[src/rtl/alu_pkg.sv]
// Shared definitions for the ALU sharing arbiter: opcode encodings, the
// opcode legality check and the arbiter FSM state type.
package alu_pkg;

    localparam logic [3:0] ALU_AND = 4'b0000;
    localparam logic [3:0] ALU_OR  = 4'b0001;
    localparam logic [3:0] ALU_ADD = 4'b0010;
    localparam logic [3:0] ALU_XOR = 4'b0011;
    localparam logic [3:0] ALU_SUB = 4'b0110;
    localparam logic [3:0] ALU_EQ  = 4'b1000;

    // Callers zero-extend their opcode, so any set upper bit reads as illegal.
    localparam int unsigned OP_CHECK_WIDTH = 16;

    typedef enum logic [1:0] {
        IDLE = 2'd0,
        EXEC = 2'd1,
        RESP = 2'd2
    } alu_arb_state_t;

    function automatic logic alu_op_legal(input logic [OP_CHECK_WIDTH-1:0] op);
        logic legal;
        legal = 1'b0;
        if (op == OP_CHECK_WIDTH'(ALU_AND) || op == OP_CHECK_WIDTH'(ALU_OR)  ||
            op == OP_CHECK_WIDTH'(ALU_ADD) || op == OP_CHECK_WIDTH'(ALU_XOR) ||
            op == OP_CHECK_WIDTH'(ALU_SUB) || op == OP_CHECK_WIDTH'(ALU_EQ)) begin
            legal = 1'b1;
        end
        return legal;
    endfunction

endpackage

[src/rtl/rr_arb2.sv]
// Two-way round-robin grant: a lone requester always wins, and rr_ptr only
// breaks ties when both requesters are valid.
module rr_arb2 (
    input  logic valid0,
    input  logic valid1,
    input  logic rr_ptr,
    output logic grant_valid,
    output logic grant
);

    always_comb begin
        grant_valid = valid0 | valid1;
        grant       = 1'b0;
        unique case ({valid1, valid0})
            2'b01:   grant = 1'b0;
            2'b10:   grant = 1'b1;
            2'b11:   grant = rr_ptr;
            default: grant = 1'b0;
        endcase
    end

endmodule

[src/rtl/alu_share_arbiter.sv]
// Time-shares one combinational ALU between two requesters: accept one op,
// drive the ALU from registers for a cycle, then hold the result until consumed.
module alu_share_arbiter #(
    parameter int unsigned DATA_WIDTH    = 32,
    parameter int unsigned OPCODE_LENGTH = 4
) (
    input  logic                     clk,
    input  logic                     rst_n,

    input  logic                     req0_valid,
    output logic                     req0_ready,
    input  logic [DATA_WIDTH-1:0]    req0_src_a,
    input  logic [DATA_WIDTH-1:0]    req0_src_b,
    input  logic [OPCODE_LENGTH-1:0] req0_op,

    input  logic                     req1_valid,
    output logic                     req1_ready,
    input  logic [DATA_WIDTH-1:0]    req1_src_a,
    input  logic [DATA_WIDTH-1:0]    req1_src_b,
    input  logic [OPCODE_LENGTH-1:0] req1_op,

    output logic                     rsp0_valid,
    input  logic                     rsp0_ready,
    output logic                     rsp1_valid,
    input  logic                     rsp1_ready,
    output logic [DATA_WIDTH-1:0]    rsp_result,
    output logic                     rsp_illegal,

    output logic [DATA_WIDTH-1:0]    alu_src_a,
    output logic [DATA_WIDTH-1:0]    alu_src_b,
    output logic [OPCODE_LENGTH-1:0] alu_op,
    input  logic [DATA_WIDTH-1:0]    alu_result
);

    import alu_pkg::*;

    alu_arb_state_t           state_q, state_d;
    logic                     rr_ptr_q, rr_ptr_d;
    logic                     gnt_id_q, gnt_id_d;
    logic [DATA_WIDTH-1:0]    src_a_q, src_a_d;
    logic [DATA_WIDTH-1:0]    src_b_q, src_b_d;
    logic [OPCODE_LENGTH-1:0] op_q, op_d;
    logic [DATA_WIDTH-1:0]    result_q, result_d;
    logic                     illegal_q, illegal_d;

    logic grant_valid;
    logic grant;
    logic rsp_handshake;

    rr_arb2 u_rr_arb2 (
        .valid0      (req0_valid),
        .valid1      (req1_valid),
        .rr_ptr      (rr_ptr_q),
        .grant_valid (grant_valid),
        .grant       (grant)
    );

    assign rsp_handshake = (gnt_id_q == 1'b0) ? rsp0_ready : rsp1_ready;

    always_comb begin
        state_d    = state_q;
        rr_ptr_d   = rr_ptr_q;
        gnt_id_d   = gnt_id_q;
        src_a_d    = src_a_q;
        src_b_d    = src_b_q;
        op_d       = op_q;
        result_d   = result_q;
        illegal_d  = illegal_q;
        req0_ready = 1'b0;
        req1_ready = 1'b0;

        unique case (state_q)
            IDLE: begin
                if (grant_valid) begin
                    req0_ready = ~grant;
                    req1_ready = grant;
                    gnt_id_d   = grant;
                    src_a_d    = grant ? req1_src_a : req0_src_a;
                    src_b_d    = grant ? req1_src_b : req0_src_b;
                    op_d       = grant ? req1_op : req0_op;
                    state_d    = EXEC;
                end
            end
            EXEC: begin
                // The ALU is fed from op_q/src_*_q, so its output is valid here.
                result_d  = alu_result;
                illegal_d = ~alu_op_legal(OP_CHECK_WIDTH'(op_q));
                state_d   = RESP;
            end
            RESP: begin
                if (rsp_handshake) begin
                    rr_ptr_d = ~gnt_id_q;
                    state_d  = IDLE;
                end
            end
            default: state_d = IDLE;
        endcase
    end

    always_ff @(posedge clk or negedge rst_n) begin
        if (!rst_n) begin
            state_q   <= IDLE;
            rr_ptr_q  <= 1'b0;
            gnt_id_q  <= 1'b0;
            src_a_q   <= '0;
            src_b_q   <= '0;
            op_q      <= '0;
            result_q  <= '0;
            illegal_q <= 1'b0;
        end else begin
            state_q   <= state_d;
            rr_ptr_q  <= rr_ptr_d;
            gnt_id_q  <= gnt_id_d;
            src_a_q   <= src_a_d;
            src_b_q   <= src_b_d;
            op_q      <= op_d;
            result_q  <= result_d;
            illegal_q <= illegal_d;
        end
    end

    assign rsp0_valid  = (state_q == RESP) && (gnt_id_q == 1'b0);
    assign rsp1_valid  = (state_q == RESP) && (gnt_id_q == 1'b1);
    assign rsp_result  = result_q;
    assign rsp_illegal = illegal_q;
    assign alu_src_a   = src_a_q;
    assign alu_src_b   = src_b_q;
    assign alu_op      = op_q;

endmodule

[config.mk]
export PLATFORM = sky130hd
export DESIGN_NAME = alu_share_arbiter
export DESIGN_NICKNAME = d
export VERILOG_FILES = /design/src/rtl/alu_pkg.sv /design/src/rtl/rr_arb2.sv /design/src/rtl/alu_share_arbiter.sv
export SDC_FILE = /design/constraint.sdc
export NUM_CORES = 1
export LEC_CHECK = 0
export CAP_MARGIN = 20
export CORE_ASPECT_RATIO = 1.1
export CORE_MARGIN = 3
export CORE_UTILIZATION = 42
export CTS_BUF_LIST = sky130_fd_sc_hd__clkbuf_4
export DETAILED_ROUTE_END_ITERATION = 6
export GPL_TIMING_DRIVEN = 0
export HOLD_SLACK_MARGIN = 0.12
export PLACE_DENSITY = 0.89
export SYNTH_ARGS = -nofsm -noshare
export SYNTH_HDL_FRONTEND = slang
export SYNTH_SLANG_ARGS = --single-unit
[constraint.sdc]
create_clock -name clk -period 4.9 [get_ports clk]
set_input_delay 0.98 -clock clk [delete_from_list [all_inputs] [get_ports clk]]
set_output_delay 0.98 -clock clk [all_outputs]
set_load 0.01 [all_outputs]
# Word level (Yosys, flattened, before mapping)
# Cells that the tools add are included.
# totals
register_bits	105
# classes
n_eq_ne	11
mux	14
bitwise_logic	4
n_reduce_logical	12
# ops
operator	count
2-to-1 mux 32 bit	2
equality test 4 x 2 -> 1 bit (second input constant)	2
2-to-1 mux 1 bit	7
equality test 2 bit (second input constant)	3
case mux 2 bit (3 select lines)	1
AND reduction 2 bit	3
logical OR 1 bit	5
equality test 4 x 1 -> 1 bit (second input constant)	1
equality test 4 x 3 -> 1 bit (second input constant)	1
equality test 4 bit (second input constant)	1
zero test 4 bit	1
2-to-1 mux 2 bit	2
2-to-1 mux 4 bit	1
!= test 2 bit (second input constant)	2
NOT 1 bit	3
equality test 2 x 1 -> 1 bit (second input constant)	1
logical AND 1 bit	2
zero test 2 bit	1
case mux 1 bit (2 select lines)	1
OR 1 bit	1

# Depth between registers and ports, before layout
# logic_depth
depth_word	9
mapped_depth	7
ltp_nobuf	4

# Cells and area by module
# A second synthesis with hierarchy kept.
# hier_totals
cells_unflattened	391
hier_area_um2	4581.9
# modules_own_cells
mod	instances	cells_per_inst	area_each_um2	seq_area_each_um2
alu_share_arbiter	1	388	4564.4	2627.5
rr_arb2	1	3	17.5	0.0

# Least setup slack after synthesis
# No wires, ideal clock.
# synth_timing
kind	input port to output port
start	input req1_valid
end	output req0_ready
arrival_time_ns	1.823
setup_slack_ns	2.097
cell_stages	6
path_cell_list	buf_6 or2_1 buf_6 o211a_1 buf_6 buf_6
# synth_via
elab_chain_len	5
# synth_lines
element	line_no	rtl
start, declared	alu_share_arbiter.sv:16	input logic req1_valid,
equality test 2 bit	rr_arb2.sv:14	unique case ({valid1, valid0})
case mux 1 bit (2 select lines)	rr_arb2.sv:14	
NOT 1 bit	alu_share_arbiter.sv:75	req0_ready = ~grant;
2-to-1 mux 1 bit (*)	alu_share_arbiter.sv:74	if (grant_valid) begin
2-to-1 mux 1 bit (*)	alu_share_arbiter.sv:72	unique case (state_q)
end, declared	alu_share_arbiter.sv:11	output logic req0_ready,
# Every way passes the cells marked *; elsewhere a longest branch is shown, timed or not.

# Worst setup path after layout
# layout_timing
start	input req0_valid
end	output req0_ready
# layout_via
elab_chain_len	5
# layout_lines
element	line_no	rtl
start, declared	alu_share_arbiter.sv:10	input logic req0_valid,
equality test 2 bit	rr_arb2.sv:14	
case mux 1 bit (2 select lines)	rr_arb2.sv:14	
NOT 1 bit	alu_share_arbiter.sv:75	
2-to-1 mux 1 bit (*)	alu_share_arbiter.sv:74	
2-to-1 mux 1 bit (*)	alu_share_arbiter.sv:72	
# Marked as above.

==> metrics.yaml <==
logic_synthesis:
  synth_mux_area_frac: 0.0802
  ys_types: 22
  ys_seq_area_frac: 0.567
  synth-adder-area-share: 0
  synth_compound_area_frac: 0.262
  synthCells: 388
  synth_top_family_by_area: "compound AO/OA/AOI/OAI gates"
  synth_seq_cells: 105
  avgSynthCellArea_sq_um: 11.9
  syn_area_sq_um: 4630
  syn_nets: 562
  synthSimpleGateAreaFrac: 0.0394
  synth_warnings: 0
  synth_xor_area_frac: 0
cells_and_area:
  fillerInstances: 733
  regArea_sq_um: 2630
  final_nets: 851
  final_common_cell: "clkdlybuf4s50_1"
  drive_above_1_share: 0.104
  fin_area_sq_um: 7780
  syn_to_final_growth_pct: 67.9
  multi_input_comb_area_sq_um: 1770
  final_cell_mix: "276 x clkdlybuf4s50_1, 105 x dfrtp_1, 44 x a21boi_0, 44 x a221o_1, 33 x mux2_2"
worst_setup_path:
  rrSetupSlack_ns: 2.84
  crit_start: "req0_valid"
  r2r_cells: 5
  critPathKind: "input pin to output port"
  crit_path_max_fanout: 10
  worst_setup_path_end_kind: "output port"
  cp-endpoint: "req0_ready"
  arrival_ns: 2.97
  cp.required_ns: 3.92
  cp-start-kind: "input pin"
  r2r_end: "alu_src_a[15]$_DFFE_PN0P_"
  worst_r2r_startpoint: "state_q[1]$_DFFE_PN0P_"
min_path:
  hold_path_class: "input pin to async pin"
cts:
  cts.sinks: 105
  cts_setup_buffers: 0
  holdBufCountCts: 0
  clk_pin_slew_ns: 0.17
  insertion_delay_ns: 0.47
  cts_tree: "yes"
  cts-resized-gates: 0
  htree_levels: 3
  root_buffer: "clkbuf_4"
  numCtsBuffers: 9
  clockBufferDepth: 2
power:
  powerDensity_nw_per_um2: 591
  peakVddDrop_mv: 0.272
  leakagePower_nw: 3.13
timing:
  finalCritPeriodShare: 0.807
  setup_viol: 0
  finClkSkew_ns: 0.0178
  slew_violations: 0
  hold_viol: 0
  max_clock_freq_mhz: 253
  rsz0062_at_grt: "no"
  relSlewSlack: 0.562
  worstMarginPinSlew_ns: 0.656
  min_period_ns: 3.95
  fin_setup_tns_ns: 0
grt:
  grt_pass1_vias: 4734
  grtUsageTotal: 0.275
  grt_max_degree: 57
  antenna_found_initial: 1
  gr-total-overflow: 0
  grt_pass1_wl_um: 26100
route:
  drc_errors: 0
  drt_first_pass_iters: 5
  routedWlPerCell_um: 20.8
  first_iter_violations: 263
  via_per_inst: 5.51
  vias: 4550
  routed_wl_um: 17200
  antenna_left: 0
floorplan:
  start_util: 0.438
  rows: 39
  die_w_um: 106
  dieArea_sq_um: 12300
  core_area_sq_um: 10600
  die_h_um: 116
  design.portCount: 279
outcome:
  status: "finished, final reports clean"
placement:
  post-dp-hpwl_um: 13400
  dpl_cell_area_sq_um: 7610
  io_buffers: 277
  place_congestion: 0.822
run:
  cap_viol_max_count: 0
-- sequential cells by signal, summed over array words and instances (netlist names) --
register     count
alu_op           4
rsp_illegal      1
rr_ptr_q         1
alu_src_b       32
state_q          2
alu_src_a       32
rsp_result      32
gnt_id_q         1
-- where the power goes --
| part | switching, mW | internal [mW] | leakage [nW] |
|---|---|---|---|
| logic | 1.10 | 1.42 | 1.81 |
| registers | 0.255 | 1.31 | 1.23 |
| clock network | 0.306 | 0.212 | 0.0884 |
| total | 1.66 | 2.93 | 3.13 |
-- cells in the mapped netlist --
master	instances	area share
mux2_2	33	0.080
a21boi_0	44	0.071
nand2b_1	3	0.0041
a221o_1	44	0.095
inv_1	3	0.0024
and3_1	2	0.0027
dfrtp_1	105	0.57
nor2b_1	1	0.0014
or2_1	1	0.0014
buf_6	7	0.017
a21oi_1	25	0.027
nor2_1	3	0.0024
clkbuf_1	22	0.018
a31oi_1	25	0.034
o22ai_1	1	0.0014
inv_2	1	0.00081
o21ai_0	28	0.030
nand2_1	2	0.0016
nand3_1	24	0.026
buf_2	12	0.013
a21o_1	1	0.0016
o211a_1	1	0.0022
-- cells by family after synthesis --
kind of cell | count (synthesis)
muxes | 33
AOI/OAI and AO/OA | 169
DFF | 105
and+or+nand+nor | 36
buffers and inverters | 45
-- routing by layer --
layer  track usage  vias to the layer above  routed length [um]
met2         0.474                      250                8750
met4         0.106                        0                 471
met3        0.0912                       35                1580
met1         0.321                     2203                6390
li1              -                     2062                   -
met5             0                        -                   0
-- critical path, stage by stage --
cell	delay (ns)
clkdlybuf4s50_1	0.49
nor2b_1	0.41
o211a_1	0.21
buf_6	0.16
buf_6	0.17
clkdlybuf4s50_1	0.55
-- worst min path at each step --
stage	depth (start not counted)	slack, ns	end
2_1_floorplan	2	0.51	rr_ptr_q$_DFFE_PN0P_
3_3_place_gp	2	0.46	rsp_illegal$_DFFE_PN0N_
5_1_grt	1	0.52	rsp_result[22]$_DFFE_PN0N_
3_5_place_dp	2	0.47	rsp_illegal$_DFFE_PN0N_
6_report	1	0.51	rsp_result[22]$_DFFE_PN0N_
4_1_cts	1	0.51	rsp_result[22]$_DFFE_PN0N_
-- layout make-up --
type                            count  area share
Tap cell                          143      0.0230
Inverter                            4     0.00193
Clock inverter                      7      0.0130
Multi-Input combinational cell    238       0.227
Timing Repair Buffer              278       0.359
Buffer                             41      0.0285
Antenna cell                        1    0.000322
Clock buffer                        9     0.00868
Sequential cell                   105       0.338
-- through the flow --
step / worst slack [ns] / total power [mW] / hold slack (ns) / util / cells
floorplan: 2.10 / 2.69 / 0.508 / - / 388
finish: 0.947 / 4.60 / 0.508 / 0.735 / 826
CTS: 0.952 / 4.62 / 0.510 / 0.735 / 825
detailed placement: 0.959 / 4.10 / 0.474 / 0.719 / 809
global route: 0.819 / 4.85 / 0.522 / 0.735 / 826
global placement: -0.964 / 3.98 / 0.462 / 0.716 / 808
(Power assumes the default switching activity.)
